[src/rtl/white_key_render.sv]
// white_key_render
//   Draws the 15 white keys of a keyboard strip into a VGA pixel stream.
//   Note events (press/release) are gathered during a frame. They are
//   committed to the displayed key state in one step, just after vsync_in
//   rises, so a key never changes colour part-way through the visible area.
//
//   Video path: two register stages. The latency from CounterY, key_hit,
//   syncs and blank to vga_r/g/b and the delayed syncs is exactly 2 cycles.
//
//   Optional feature: define WHITE_KEY_FADE_EN to give each key a 4-bit
//   fade counter. A released key then fades from red-ish back to white over
//   15 frames. With the macro undefined, no fade logic exists.
//
// Ports
//   vga_clk     pixel clock, rising edge
//   reset       synchronous, active-high
//   CounterX    pixel column (the key geometry arrives through key_hit)
//   CounterY    pixel row, used for the key band test
//   key_hit     per-key region strobes, bit0 = L_5 ... bit14 = H_5
//   hsync_in, vsync_in, blank_in   raw video timing (blank_in 1 = hidden)
//   note_valid, note_on, note_key  note event (note_on 1 = press)
//   note_ready  event handshake
//   vga_r/g/b   colour output
//   hsync_out, vsync_out, blank_out  timing delayed to match the colour
//
// Handshake: an event is consumed on a rising vga_clk edge when
//   note_valid && note_ready. The source holds note_valid, note_on and
//   note_key stable until that edge. note_ready is low only in the apply
//   cycle that follows a vsync_in rise, and also while reset is applied.
module white_key_render #(
  parameter logic [11:0] KEY_TOP   = 12'd400,
  parameter logic [11:0] KEY_BOT   = 12'd479,
  parameter logic [23:0] PRESS_RGB = 24'hFF0000,
  parameter logic [23:0] BG_RGB    = 24'h202020
) (
  input  logic        vga_clk,
  input  logic        reset,
  input  logic [11:0] CounterX,
  input  logic [11:0] CounterY,
  input  logic [14:0] key_hit,
  input  logic        hsync_in,
  input  logic        vsync_in,
  input  logic        blank_in,
  input  logic        note_valid,
  input  logic        note_on,
  input  logic [3:0]  note_key,
  output logic        note_ready,
  output logic [7:0]  vga_r,
  output logic [7:0]  vga_g,
  output logic [7:0]  vga_b,
  output logic        hsync_out,
  output logic        vsync_out,
  output logic        blank_out
);

  // The column is not needed here because the key geometry comes in on key_hit.
  logic unused_counter_x;
  assign unused_counter_x = &{1'b0, CounterX};

  // ---------------- key state and event capture ----------------
  logic [14:0] pressed, pend_set, pend_clr, next_pressed, key_mask;
  logic        vsync_prev, apply, vsync_rise, accept;

  assign vsync_rise   = vsync_in & ~vsync_prev;
  assign accept       = note_valid & note_ready & (note_key <= 4'd14);
  assign key_mask     = 15'd1 << note_key;
  assign next_pressed = (pressed | pend_set) & ~pend_clr;

  always_ff @(posedge vga_clk) begin
    if (reset) begin
      vsync_prev <= 1'b0;
      apply      <= 1'b0;
      note_ready <= 1'b0;
      pressed    <= '0;
      pend_set   <= '0;
      pend_clr   <= '0;
    end else begin
      vsync_prev <= vsync_in;
      apply      <= vsync_rise;
      // The ready flag drops for exactly the cycle in which apply is high.
      note_ready <= ~vsync_rise;
      if (apply) begin
        pressed  <= next_pressed;
        pend_set <= '0;
        pend_clr <= '0;
      end else if (accept) begin
        // A later event for the same key overwrites an earlier one.
        if (note_on) begin
          pend_set <= pend_set | key_mask;
          pend_clr <= pend_clr & ~key_mask;
        end else begin
          pend_set <= pend_set & ~key_mask;
          pend_clr <= pend_clr | key_mask;
        end
      end
    end
  end

`ifdef WHITE_KEY_FADE_EN
  logic [3:0] fade [15];
  logic [3:0] fade_sel;

  always_ff @(posedge vga_clk) begin
    for (int k = 0; k < 15; k++) begin
      if (reset) begin
        fade[k] <= 4'd0;
      end else if (apply) begin
        if (next_pressed[k])      fade[k] <= 4'd0;
        else if (pressed[k])      fade[k] <= 4'd15;
        else if (fade[k] != 4'd0) fade[k] <= fade[k] - 4'd1;
      end
    end
  end
`endif

  // ---------------- video pipeline ----------------
  logic [14:0] hit1;
  logic        band1, hs1, vs1, bl1;
  logic        band, multi_hit, hit_pressed;
  logic [23:0] colour, rgb;

  assign band = (CounterY >= KEY_TOP) && (CounterY <= KEY_BOT);

  always_ff @(posedge vga_clk) begin
    if (reset) begin
      hit1  <= '0;
      band1 <= 1'b0;
      hs1   <= 1'b0;
      vs1   <= 1'b0;
      bl1   <= 1'b0;
    end else begin
      hit1  <= key_hit;
      band1 <= band;
      hs1   <= hsync_in;
      vs1   <= vsync_in;
      bl1   <= blank_in;
    end
  end

  // Clearing the lowest set bit leaves a nonzero value only when two or
  // more bits are set. That case is a shared edge between two keys.
  assign multi_hit   = |(hit1 & (hit1 - 15'd1));
  assign hit_pressed = |(hit1 & pressed);

`ifdef WHITE_KEY_FADE_EN
  // With a single hit bit, OR-ing the masked counters selects that key's fade.
  always_comb begin
    fade_sel = 4'd0;
    for (int k = 0; k < 15; k++)
      if (hit1[k]) fade_sel = fade_sel | fade[k];
  end
`endif

  always_comb begin
    colour = 24'hFFFFFF;
    if (bl1)                         colour = 24'h000000;
    else if (!band1 || hit1 == '0)   colour = BG_RGB;
    else if (multi_hit)              colour = 24'h000000;
    else if (hit_pressed)            colour = PRESS_RGB;
`ifdef WHITE_KEY_FADE_EN
    else if (fade_sel != 4'd0)
      colour = {8'hFF, 8'hFF - {fade_sel, 4'h0}, 8'hFF - {fade_sel, 4'h0}};
`endif
  end

  always_ff @(posedge vga_clk) begin
    if (reset) begin
      rgb       <= 24'h000000;
      hsync_out <= 1'b0;
      vsync_out <= 1'b0;
      blank_out <= 1'b1;
    end else begin
      rgb       <= colour;
      hsync_out <= hs1;
      vsync_out <= vs1;
      blank_out <= bl1;
    end
  end

  assign vga_r = rgb[23:16];
  assign vga_g = rgb[15:8];
  assign vga_b = rgb[7:0];

endmodule

[config.mk]
export PLATFORM = sky130hd
export DESIGN_NAME = white_key_render
export DESIGN_NICKNAME = d
export VERILOG_FILES = /design/src/rtl/white_key_render.sv
export SDC_FILE = /design/constraint.sdc
export NUM_CORES = 1
export LEC_CHECK = 0
export BUFFER_PORTS_ARGS = -buffer_cell sky130_fd_sc_hd__buf_2
export CORE_ASPECT_RATIO = 1.2
export CORE_MARGIN = 2
export CORE_UTILIZATION = 55
export CTS_CLUSTER_DIAMETER = 30
export DETAILED_ROUTE_END_ITERATION = 10
export GPL_TIMING_DRIVEN = 0
export PLACE_DENSITY = 0.83
export SLEW_MARGIN = 40
export SYNTH_ARGS = -nofsm -noshare
export SYNTH_HDL_FRONTEND = slang
export SYNTH_SLANG_ARGS = --single-unit
export TNS_END_PERCENT = 30
[constraint.sdc]
create_clock -name vga_clk -period 5.4 [get_ports vga_clk]
set_input_delay 0.81 -clock vga_clk [delete_from_list [all_inputs] [get_ports vga_clk]]
set_output_delay 0.81 -clock vga_clk [all_outputs]
set_load 0.02 [all_outputs]
==> results of run 1 <==
## worst max-delay path: stages (launching register included)
cell                       delay [ns]
sky130_fd_sc_hd__dfxtp_1         0.33
sky130_fd_sc_hd__or3_1           0.42
sky130_fd_sc_hd__or4_1           0.46
sky130_fd_sc_hd__a222oi_1        0.32
sky130_fd_sc_hd__nand3_1         0.21
sky130_fd_sc_hd__nor3_1          0.22
## synthesized netlist by cell type (all sizes together) (2+ instances only)
| master | instances | area (sq um) |
|---|---|---|
| a222oi | 2 | 20.0 |
| buf | 22 | 158 |
| o31ai | 2 | 15.0 |
| nor3 | 4 | 20.0 |
| inv | 4 | 15.0 |
| o21ai | 9 | 45.0 |
| clkbuf | 12 | 45.0 |
| nor4 | 4 | 31.3 |
| mux2i | 14 | 140 |
| nand2b | 3 | 18.8 |
| a21oi | 36 | 180 |
| a22oi | 7 | 52.6 |
| or2 | 2 | 12.5 |
| a211oi | 17 | 128 |
| nor2 | 38 | 143 |
| nand4 | 3 | 18.8 |
| dfxtp | 73 | 1460 |
| nor2b | 20 | 125 |
| nand3 | 8 | 40.0 |
| o22ai | 2 | 12.5 |
| or3 | 3 | 18.8 |
| nand4b | 2 | 17.5 |
| nand2 | 19 | 71.3 |
## through the flow
| stage | area [sq um] | total power [uW] | setup slack (ns) | util [%] | hold slack [ns] |
|---|---|---|---|---|---|
| 6_report | 3390 | 983 | 3.36 | 68.2 | 0.443 |
| 5_1_grt | 3390 | 1020 | 3.19 | 68.2 | 0.465 |
| 4_1_cts | 3390 | 988 | 3.34 | 68.2 | 0.441 |
| 3_5_place_dp | 3240 | 647 | 3.31 | 65.0 | 0.430 |
| 3_3_place_gp | 3240 | 644 | 3.36 | 65.0 | 0.427 |
| 2_1_floorplan | 2860 | 615 | 3.63 | - | 0.414 |
## cell type report
type                            instances  area [sq um]  share of cell area, %
Clock inverter                          4          20.0                  0.590
Timing Repair Buffer                   60           300                   8.86
Tap cell                               60          75.1                   2.21
Sequential cell                        73          1460                   43.1
Clock buffer                           12           135                   3.99
Multi-Input combinational cell        204          1180                   34.8
Buffer                                 34           203                   5.98
Inverter                                4          15.0                  0.443
## layout by cell type (no fill, tap or decap), types with 7 or more instances in the layout
cell type                  instances
sky130_fd_sc_hd__nor2b_1          20
sky130_fd_sc_hd__dfxtp_1          73
sky130_fd_sc_hd__buf_4            20
sky130_fd_sc_hd__nand2_1          19
sky130_fd_sc_hd__buf_2            60
sky130_fd_sc_hd__o21ai_0           9
sky130_fd_sc_hd__clkbuf_8          9
sky130_fd_sc_hd__a22oi_1           7
sky130_fd_sc_hd__nor2_1           38
sky130_fd_sc_hd__a211oi_1         17
sky130_fd_sc_hd__nand3_1           8
sky130_fd_sc_hd__a21oi_1          36
sky130_fd_sc_hd__clkbuf_1         15
sky130_fd_sc_hd__mux2i_1          14
## final timing paths
check,start,to,slack [ns],cells after the start
setup reg to reg,hit1[9],rgb[15],3.36,5
hold reg to reg,flip-flop,pressed[9],0.44,1
hold / removal,flip-flop,pressed[9],0.44,1
setup / recovery,hit1[9],rgb[15],3.36,5
## logic make-up after synthesis
| logic type | Yosys count | share of synthesized area, % |
|---|---|---|
| buf+inv | 38 | 7.61 |
| mux | 14 | 4.90 |
| simple gates | 110 | 19.2 |
| flops | 73 | 51.1 |
| compound gates | 80 | 17.2 |
## routing by layer
metal,track usage [%],wire length (microns)
met5,0,0
met4,12.2,148
met3,5.46,405
met2,40.9,3410
met1,25.3,2530
## where the power goes
group,internal [uW],switching [uW]
sequential,550,10.9
combinational,28.8,45.5
clock,164,184
total,742,241
==> metrics.md, run 1 <==
| Metric | Value |
|---|---|
| Sum Neg Setup Slack | 0 ns |
| Synthesized netlist cell count | 315 |
| Number of enable flip-flop cells after synthesis | 0 |
| Number of buffers inserted by port buffering | 60 |
| Total routing resource utilization after global routing | 23.1% |
| Antenna Violating Nets Remaining | 0 |
| CTS Hold Bufs | 0 |
| Maximum clock rate | 490 MHz |
| Cell count after placement | 435 |
| Synthesized flop and latch total | 73 |
| Ys async rst share | 0% |
| Period minus WS final | 2.04 ns |
| 1st-iter DRT viols | 151 |
| Kind of end point of the critical path | flip-flop |
| Post-CTS setup buffer count | 0 |
| Inserted Clock Buffers | 9 |
| Weighted congestion reported at the end of routability-driven placement | 0.838 |
| Initial Util | 57.5% |
| Total power per unit cell area | 290 mW/mm^2 |
| Summed instance area of the synthesized netlist | 0.00286 sq mm |
| Vertical die dimension | 83.0 microns |
| Peak supply drop | 0.188 mV |
| Number of detailed-route iterations in the first pass | 5 |
| NumNets Final | 436 |
| Primary flip-flop cell chosen by synthesis mapping | sky130_fd_sc_hd__dfxtp_1 |
| Total leakage power | 0.00141 uW |
| Relative max-transition margin | 58.4% |
| Half-perimeter wire length of the detailed placement result | 4.84 mm |
| Result of the run | finished clean |
| Via-per-instance ratio | 5.53 |
| Final hold vios | 0 |
| Clock transition at the register clock pins on the worst setup and hold paths after CTS | 0.07 ns |
| Core footprint | 0.00497 sq mm |
| H-tree level count | 3 |
| Drt wl/cell | 14.4 microns |
| Antenna diode count | 0 |
| Clock tree from TritonCTS | yes |
| Latest clock arrival within the worst-skew pair | 0.34 ns |
| Overall via count from detail_route | 2,492 |
| Number of standard cells in the final layout excluding fillers | 451 |
| Post-route clock period utilization | 37.8% |
| Warnings, synthesis | 0 |
| Worst min-delay path category | flip-flop to flip-flop |
| Deepest clock path buffer count | 2 |
| Crit Path Category | flip-flop to flip-flop |
| Global-route wire length before repair | 10.7 mm |
| Critical Path Fanout Max | 4 |
| Number of antenna violations at the first check in global routing | 0 |
| Maximum capacitance violations | 0 |
| Row count | 28 |
| Count of filler cells inserted in the layout | 433 |
| Die Footprint | 0.00580 sq mm |
| Maximum number of pins on one net before global-route repair | 15 |
| Arrival time at the worst endpoint | 2.30 ns |
| Total number of clock tree sinks | 73 |
| Total count of max-transition violations in the final report | 0 |
| Via count of the first global-routing pass | 2,341 |
| Area growth syn-to-layout | 18.5% |
| Tightest Pin Transition | 0.619 ns |
| Max Clock Skew | 0.00283 ns |
| Number of I/O pins | 78 |
| Overall die width | 69.8 microns |
| Number of different library cells in the post-synthesis netlist | 34 |
| Critical Path RT | 5.66 ns |
| Wire length reported by the detailed router | 6.49 mm |
| Global-route congestion overflow total | 0 |
| Clock tree root buffer cell | sky130_fd_sc_hd__clkbuf_8 |
| Fraction of layout cells with a size suffix above 1 | 24.6% |
| Portion of the post-synthesis area used by sequential elements | 51.1% |
| Net Count, Synth | 365 |
| Post-detailed-route DRC marker count | 0 |
| Number of cells upsized or downsized after cts | 0 |
| Unrepaired setup endpoints after global routing | false |
| Synthesized area per cell | 9.08 sq um |
| Crit start category | flip-flop |
| Final setup vio count | 0 |
(Power assumes the default switching activity.)
==> run 2: changes to the inputs <==
--- a/config.mk
+++ b/config.mk
@@ -5,14 +5,15 @@
 export SDC_FILE = /design/constraint.sdc
 export NUM_CORES = 1
 export LEC_CHECK = 0
+export ABC_AREA = 1
 export BUFFER_PORTS_ARGS = -buffer_cell sky130_fd_sc_hd__buf_2
 export CORE_ASPECT_RATIO = 1.2
 export CORE_MARGIN = 2
-export CORE_UTILIZATION = 55
+export CORE_UTILIZATION = 47
 export CTS_CLUSTER_DIAMETER = 30
 export DETAILED_ROUTE_END_ITERATION = 10
 export GPL_TIMING_DRIVEN = 0
-export PLACE_DENSITY = 0.83
+export PLACE_DENSITY = 0.75
 export SLEW_MARGIN = 40
 export SYNTH_ARGS = -nofsm -noshare
 export SYNTH_HDL_FRONTEND = slang
==> constraint.sdc (replaced) <==
create_clock -name vga_clk -period 1.8 [get_ports vga_clk]
set_input_delay 0.27 -clock vga_clk [delete_from_list [all_inputs] [get_ports vga_clk]]
set_output_delay 0.27 -clock vga_clk [all_outputs]
set_load 0.02 [all_outputs]
==> run 2 against run 1 <==
Routed wire length up 2.5%. Register-to-register slack got worse by 3.0 ns. Worst hold slack worse by 0.31 ns. Via count rose by 11%. Clock skew up 0.0055 ns. Core utilization shrank 9.7 points. Clock power rose to 3.2 times the previous value. Largest cell class unchanged. Largest power group unchanged.
==> metrics.md, run 2 <==
| Metric | Value |
|---|---|
| Result of the run | finished clean |
| Inserted Clock Buffers | 9 |
| Number of buffers inserted by port buffering | 61 |
| Warnings, synthesis | 0 |
| Synthesized area per cell | 7.53 sq um |
| Crit start category | flip-flop |
| Area growth syn-to-layout | 19.3% |
| Post-route clock period utilization | 83.1% |
| Wire length reported by the detailed router | 6.66 mm |
| Net Count, Synth | 449 |
| Max Clock Skew | 0.00835 ns |
| NumNets Final | 521 |
| CTS Hold Bufs | 0 |
| Initial Util | 49.0% |
| Overall die width | 77.0 microns |
| Leading cell types in the layout, fill and taps excluded | 73 x sky130_fd_sc_hd__dfxtp_1, 66 x sky130_fd_sc_hd__nand2_1, 61 x sky130_fd_sc_hd__buf_2 |
| Number of detailed-route iterations in the first pass | 4 |
| Final setup vio count | 0 |
| Maximum capacitance violations | 0 |
| Most common cell after layout, fill and taps aside | sky130_fd_sc_hd__dfxtp_1 |
| Core footprint | 0.00613 sq mm |
| Die Footprint | 0.00705 sq mm |
| Clock tree root buffer cell | sky130_fd_sc_hd__clkbuf_8 |
| Maximum clock rate | 668 MHz |
| Row count | 31 |
| Number of antenna violations at the first check in global routing | 0 |
| Clock transition at the register clock pins on the worst setup and hold paths after CTS | 0.08 ns |
| Worst R2R Setup Slack | 0.31 ns |
| Arrival time at the worst endpoint | 1.23 ns |
| Vertical die dimension | 91.6 microns |
| Global-route congestion overflow total | 0 |
| Total routing resource utilization after global routing | 19.7% |
| Total count of max-transition violations in the final report | 0 |
| Tightest Pin Transition | 0.552 ns |
| Maximum number of pins on one net before global-route repair | 15 |
| Period minus WS final | 1.50 ns |
| Crit Path Category | flip-flop to output port |
| Worst min-delay path category | input port to flip-flop |
| Relative max-transition margin | 63.2% |
| 1st-iter DRT viols | 165 |
| Portion of the post-synthesis area used by sequential elements | 48.6% |
| Half-perimeter wire length of the detailed placement result | 5.00 mm |
| Primary flip-flop cell chosen by synthesis mapping | sky130_fd_sc_hd__dfxtp_1 |
| Top cells by count, synth | 73 x sky130_fd_sc_hd__dfxtp_1, 66 x sky130_fd_sc_hd__nand2_1, 57 x sky130_fd_sc_hd__nor2_1 |
| Drt wl/cell | 11.9 microns |
| Cell count after placement | 542 |
| Final hold vios | 0 |
| Ys async rst share | 0% |
| Count of filler cells inserted in the layout | 600 |
| Total number of clock tree sinks | 73 |
| Finished layout cell area | 0.00358 sq mm |
| Number of cells upsized or downsized after cts | 0 |
| H-tree level count | 3 |
| Synthesized netlist cell count | 399 |
| Kind of end point of the critical path | output port |
| Latest clock arrival within the worst-skew pair | 0.34 ns |
| Total leakage power | 0.00162 uW |
| Global-route wire length before repair | 10.9 mm |
| Proportion of netlist area held by the largest area contributor | 48.6% |
| Via count of the first global-routing pass | 2,505 |
| Antenna Violating Nets Remaining | 0 |
| Weighted congestion reported at the end of routability-driven placement | 0.769 |
| Fraction of layout cells with a size suffix above 1 | 26.3% |
| Critical Path Fanout Max | 14 |
| Sum Neg Setup Slack | 0 ns |
| Ranking of synthesized cells by area | sky130_fd_sc_hd__dfxtp_1 49%, sky130_fd_sc_hd__nand2_1 8.2%, sky130_fd_sc_hd__nor2_1 7.1%, sky130_fd_sc_hd__a21oi_1 7.0%, sky130_fd_sc_hd__buf_4 5.2% |
| Synthesized flop and latch total | 73 |
| Placed cell area | 0.00341 sq mm |
| Deepest clock path buffer count | 2 |
| Post-CTS setup buffer count | 0 |
| Summed instance area of the synthesized netlist | 0.00300 sq mm |
| Antenna diode count | 0 |
| Number of different library cells in the post-synthesis netlist | 23 |
| Total power per unit cell area | 846 mW/mm^2 |
| Dominant cell by count in the synthesized netlist | sky130_fd_sc_hd__dfxtp_1 |
| Overall via count from detail_route | 2,764 |
| Number of enable flip-flop cells after synthesis | 0 |
| Critical Path RT | 1.53 ns |
| Via-per-instance ratio | 4.95 |
| Peak supply drop | 0.606 mV |
| Clock tree from TritonCTS | yes |
| Post-detailed-route DRC marker count | 0 |
| Number of I/O pins | 78 |
| Number of standard cells in the final layout excluding fillers | 558 |
| Post-synth top area cell | sky130_fd_sc_hd__dfxtp_1 |
| Unrepaired setup endpoints after global routing | false |
-- run 2: area by class of cell --
cell class                 instances  area [sq um]  share of cell area, %
timing repair buffer              61           305                   8.52
clock inverter                     7          47.5                   1.33
clock buffer                       9           124                   3.46
multi-input combinational        245          1160                   32.4
buffer                            31           195                   5.45
tap                               82           103                   2.86
inverter                          50           188                   5.24
sequential                        73          1460                   40.8
-- run 2: critical path, stage by stage (launching register included) --
cell and delay, ns:
sky130_fd_sc_hd__dfxtp_1 0.56, sky130_fd_sc_hd__buf_4 0.18, sky130_fd_sc_hd__buf_2 0.15
-- run 2: final timing paths --
check | endpoint | cells past startpoint | startpoint
max reg2reg | flip-flop | 4 | apply
max | vga_b[2] | 2 | rgb[15]
min | hit1[1] | 3 | key_hit[1]
min reg2reg | hsync_out | 2 | hs1
-- run 2: logic make-up (layout without fill, tap and decap cells) --
kind of cell | Yosys count | in the layout | share of synthesized area, %
AOI/OAI and AO/OA | 79 | 79 | 14.5
and+or+nand+nor | 166 | 166 | 24.1
DFF | 73 | 73 | 48.6
buffers and inverters | 81 | 158 | 12.7
-- run 2: power breakdown --
| group | internal [uW] | switching, uW |
|---|---|---|
| logic | 85.4 | 164 |
| registers | 1650 | 25.7 |
| clock network | 496 | 610 |
| total | 2230 | 800 |
-- run 2: stage by stage --
stage | total power, uW | hold slack [ns] | utilization [%] | setup slack [ns]
6_report | 3030 | 0.129 | 58.5 | 0.304
5_1_grt | 3150 | 0.123 | 58.5 | 0.146
4_1_cts | 3050 | 0.111 | 58.5 | 0.264
3_5_place_dp | 1960 | 0.414 | 55.7 | 0.238
3_3_place_gp | 1960 | 0.392 | 55.7 | 0.255
2_1_floorplan | 1860 | 0.366 | - | 0.511
-- run 2: layer usage --
layer / GRT usage [%] / share of wire (%) / vias up
met5: 0 / 0 / -
met4: 11.6 / 2.3 / 0
met3: 3.58 / 5.4 / 13
met2: 34.4 / 50 / 78
met1: 22.3 / 43 / 1263
li1: - / - / 1410
==> run 3: changes to the inputs <==
--- a/config.mk
+++ b/config.mk
@@ -9,11 +9,11 @@
 export BUFFER_PORTS_ARGS = -buffer_cell sky130_fd_sc_hd__buf_2
 export CORE_ASPECT_RATIO = 1.2
 export CORE_MARGIN = 2
-export CORE_UTILIZATION = 47
+export CORE_UTILIZATION = 52
 export CTS_CLUSTER_DIAMETER = 30
 export DETAILED_ROUTE_END_ITERATION = 10
 export GPL_TIMING_DRIVEN = 0
-export PLACE_DENSITY = 0.75
+export PLACE_DENSITY = 0.79
 export SLEW_MARGIN = 40
 export SYNTH_ARGS = -nofsm -noshare
 export SYNTH_HDL_FRONTEND = slang
==> constraint.sdc (replaced) <==
create_clock -name vga_clk -period 1.4 [get_ports vga_clk]
set_input_delay 0.21 -clock vga_clk [delete_from_list [all_inputs] [get_ports vga_clk]]
set_output_delay 0.21 -clock vga_clk [all_outputs]
set_load 0.02 [all_outputs]
==> run 3 against run 2 <==
Die area decreased by 9.2%. Critical path depth increased by 7. Via count decreased by 1.0%. Total power increased by 36%. Core utilization increased by 6.5 points. Largest power group unchanged. Global-route usage increased by 2.2 points. Critical endpoint is now rgb[15]. Design area increased by 2.1%. Clock skew decreased by 0.0014 ns. First-iteration DRC count decreased by 11%. Non-clock buffer count increased by 1. Final cell count decreased by 3.0%. Register-to-register slack got worse by 0.29 ns.
==> metrics.md, run 3 (synthesis results as in run 2) <==
| Metric | Value |
|---|---|
| Overall die width | 73.4 microns |
| Latest clock arrival within the worst-skew pair | 0.35 ns |
| Total number of clock tree sinks | 73 |
| Final hold vios | 0 |
| Peak supply drop | 1.19 mV |
| Period minus WS final | 1.38 ns |
| Tightest Pin Transition | 0.552 ns |
| Finished layout cell area | 0.00366 sq mm |
| Initial Util | 53.4% |
| Internal cell power | 3100 uW |
| Most common cell after layout, fill and taps aside | sky130_fd_sc_hd__dfxtp_1 |
| Number of buffers inserted by port buffering | 61 |
| Final total power | 4130 uW |
| Post-route clock period utilization | 98.8% |
| Count of filler cells inserted in the layout | 481 |
| Maximum clock rate | 723 MHz |
| Total count of max-transition violations in the final report | 0 |
| Overall via count from detail_route | 2,735 |
| Final setup vio count | 0 |
| Worst min-delay path category | input port to flip-flop |
| NumNets Final | 522 |
| Clock tree root buffer cell | sky130_fd_sc_hd__clkbuf_8 |
| H-tree level count | 3 |
| Post-detailed-route DRC marker count | 0 |
| Number of detailed-route iterations in the first pass | 5 |
| Clock tree from TritonCTS | yes |
| Area growth syn-to-layout | 21.8% |
| Number of I/O pins | 78 |
| Antenna Violating Nets Remaining | 0 |
| Core footprint | 0.00563 sq mm |
| Total power per unit cell area | 1130 mW/mm^2 |
| Antenna diode count | 0 |
| Inserted Clock Buffers | 9 |
| Result of the run | finished clean |
| Die Footprint | 0.00640 sq mm |
| Crit Path Category | flip-flop to flip-flop |
| Clock network fraction of design power | 39.4% |
| Total routing resource utilization after global routing | 21.9% |
| Drt wl/cell | 12.8 microns |
| Vertical die dimension | 87.3 microns |
| Relative contribution of sequential cells to total power | 52.3% |
| Max Clock Skew | 0.00697 ns |
| Hold Path Stages | 3 |
| Critical Path Fanout Max | 5 |
| Half-perimeter wire length of the detailed placement result | 4.94 mm |
| Crit start category | flip-flop |
| Deepest clock path buffer count | 2 |
| Logic gate share of total power | 8.3% |
| Via count of the first global-routing pass | 2,431 |
| Total leakage power | 0.00167 uW |
| Clock transition at the register clock pins on the worst setup and hold paths after CTS | 0.07 ns |
| Maximum number of pins on one net before global-route repair | 15 |
| Number of antenna violations at the first check in global routing | 0 |
| Arrival time at the worst endpoint | 1.66 ns |
| Leading cell types in the layout, fill and taps excluded | 69 x sky130_fd_sc_hd__dfxtp_1, 65 x sky130_fd_sc_hd__nand2_1, 61 x sky130_fd_sc_hd__buf_2 |
| Critical Path RT | 1.68 ns |
| 1st-iter DRT viols | 147 |
| Global-route congestion overflow total | 0 |
| CTS Hold Bufs | 0 |
| Kind of end point of the critical path | flip-flop |
| Maximum capacitance violations | 0 |
| Global-route wire length before repair | 10.6 mm |
| Placed cell area | 0.00339 sq mm |
| Unrepaired setup endpoints after global routing | true |
| Net load switching power | 1020 uW |
| Sw frac | 24.8% |
| Fraction of layout cells with a size suffix above 1 | 29.1% |
| Row count | 30 |
| Relative max-transition margin | 63.2% |
| DP Worst Slack | -0.105 ns |
| Weighted congestion reported at the end of routability-driven placement | 0.849 |
| Register-to-Register Path Depth | 9 |
| Via-per-instance ratio | 5.06 |
| Setup slack of the critical path after layout | 0.0170 ns |
| Wire length reported by the detailed router | 6.91 mm |
[run 3: cell count changes in the layout (fill, tap and decap cells not counted), sizes merged]
cell / previous run / this run
clkinvlp: 2 / 1
bufinv: 0 / 2
clkinv: 6 / 4
clkbuf: 15 / 16
buf: 86 / 87
[run 3: power groups by stage]
stage | clock (uW) | combinational (uW) | sequential, uW
4_1_cts | 1650 | 324 | 2160
6_report | 1630 | 343 | 2160
5_1_grt | 1750 | 380 | 2160
2_1_floorplan | 0 | 187 | 2210
3_3_place_gp | 0 | 311 | 2200
3_5_place_dp | 0 | 319 | 2200
[run 3: repair_timing]
item | in CTS | in global routing
pin swaps | 1 | 8
endpoints found under the setup margin | 24 | 21
gates cloned | 0 | 0
resized for setup | 5 | 17
setup buffers | 0 | 1
[run 3: per-layer routing]
| layer | global-route usage [%] | part of all wire, % | up-vias |
|---|---|---|---|
| met5 | 0 | 0 | - |
| met4 | 9.42 | 1.7 | 0 |
| met3 | 5.21 | 6.6 | 12 |
| met2 | 39.6 | 51 | 97 |
| met1 | 24.0 | 40 | 1222 |
| li1 | - | - | 1404 |
[run 3: final timing paths]
check	startpoint	slack (ns)	end
setup / recovery	hit1[1]	0.02	rgb[15]
hold / removal	key_hit[1]	0.06	hit1[1]
setup reg to reg	hit1[1]	0.02	rgb[15]
hold reg to reg	hs1	0.42	hsync_out
[run 3: final cells by class]
class / count / area [sq um] / area share [%]
buffer: 31 / 198 / 5.40
clock buffer: 10 / 138 / 3.76
clock inverter: 6 / 57.6 / 1.57
inverter: 50 / 201 / 5.51
multi-input combinational: 245 / 1200 / 32.9
sequential: 73 / 1470 / 40.2
tap: 64 / 80.1 / 2.19
timing repair buffer: 62 / 313 / 8.55
[run 3: per-stage QoR]
step | hold WS [ns] | setup TNS (ns) | instances | utilization (%)
after floorplan | 0.306 | 0 | 399 | -
after global placement | 0.390 | -0.661 | 524 | 60.2
after detailed placement | 0.406 | -0.799 | 524 | 60.2
after CTS | 0.0456 | 0 | 540 | 63.9
after global routing | 0.0457 | -0.193 | 541 | 65.0
final | 0.0558 | 0 | 541 | 65.0
[run 3: worst max-delay path, cell delays in order (launching register included)]
cell and delay [ns]:
sky130_fd_sc_hd__dfxtp_4 0.37, sky130_fd_sc_hd__nor2_4 0.15, sky130_fd_sc_hd__nand2_4 0.08, sky130_fd_sc_hd__nor2_4 0.17, sky130_fd_sc_hd__nand3_1 0.08, sky130_fd_sc_hd__nand2_1 0.06, sky130_fd_sc_hd__nand2_1 0.06, sky130_fd_sc_hd__nor2_2 0.15
sky130_fd_sc_hd__nand3_2 0.09, sky130_fd_sc_hd__nor2_1 0.11
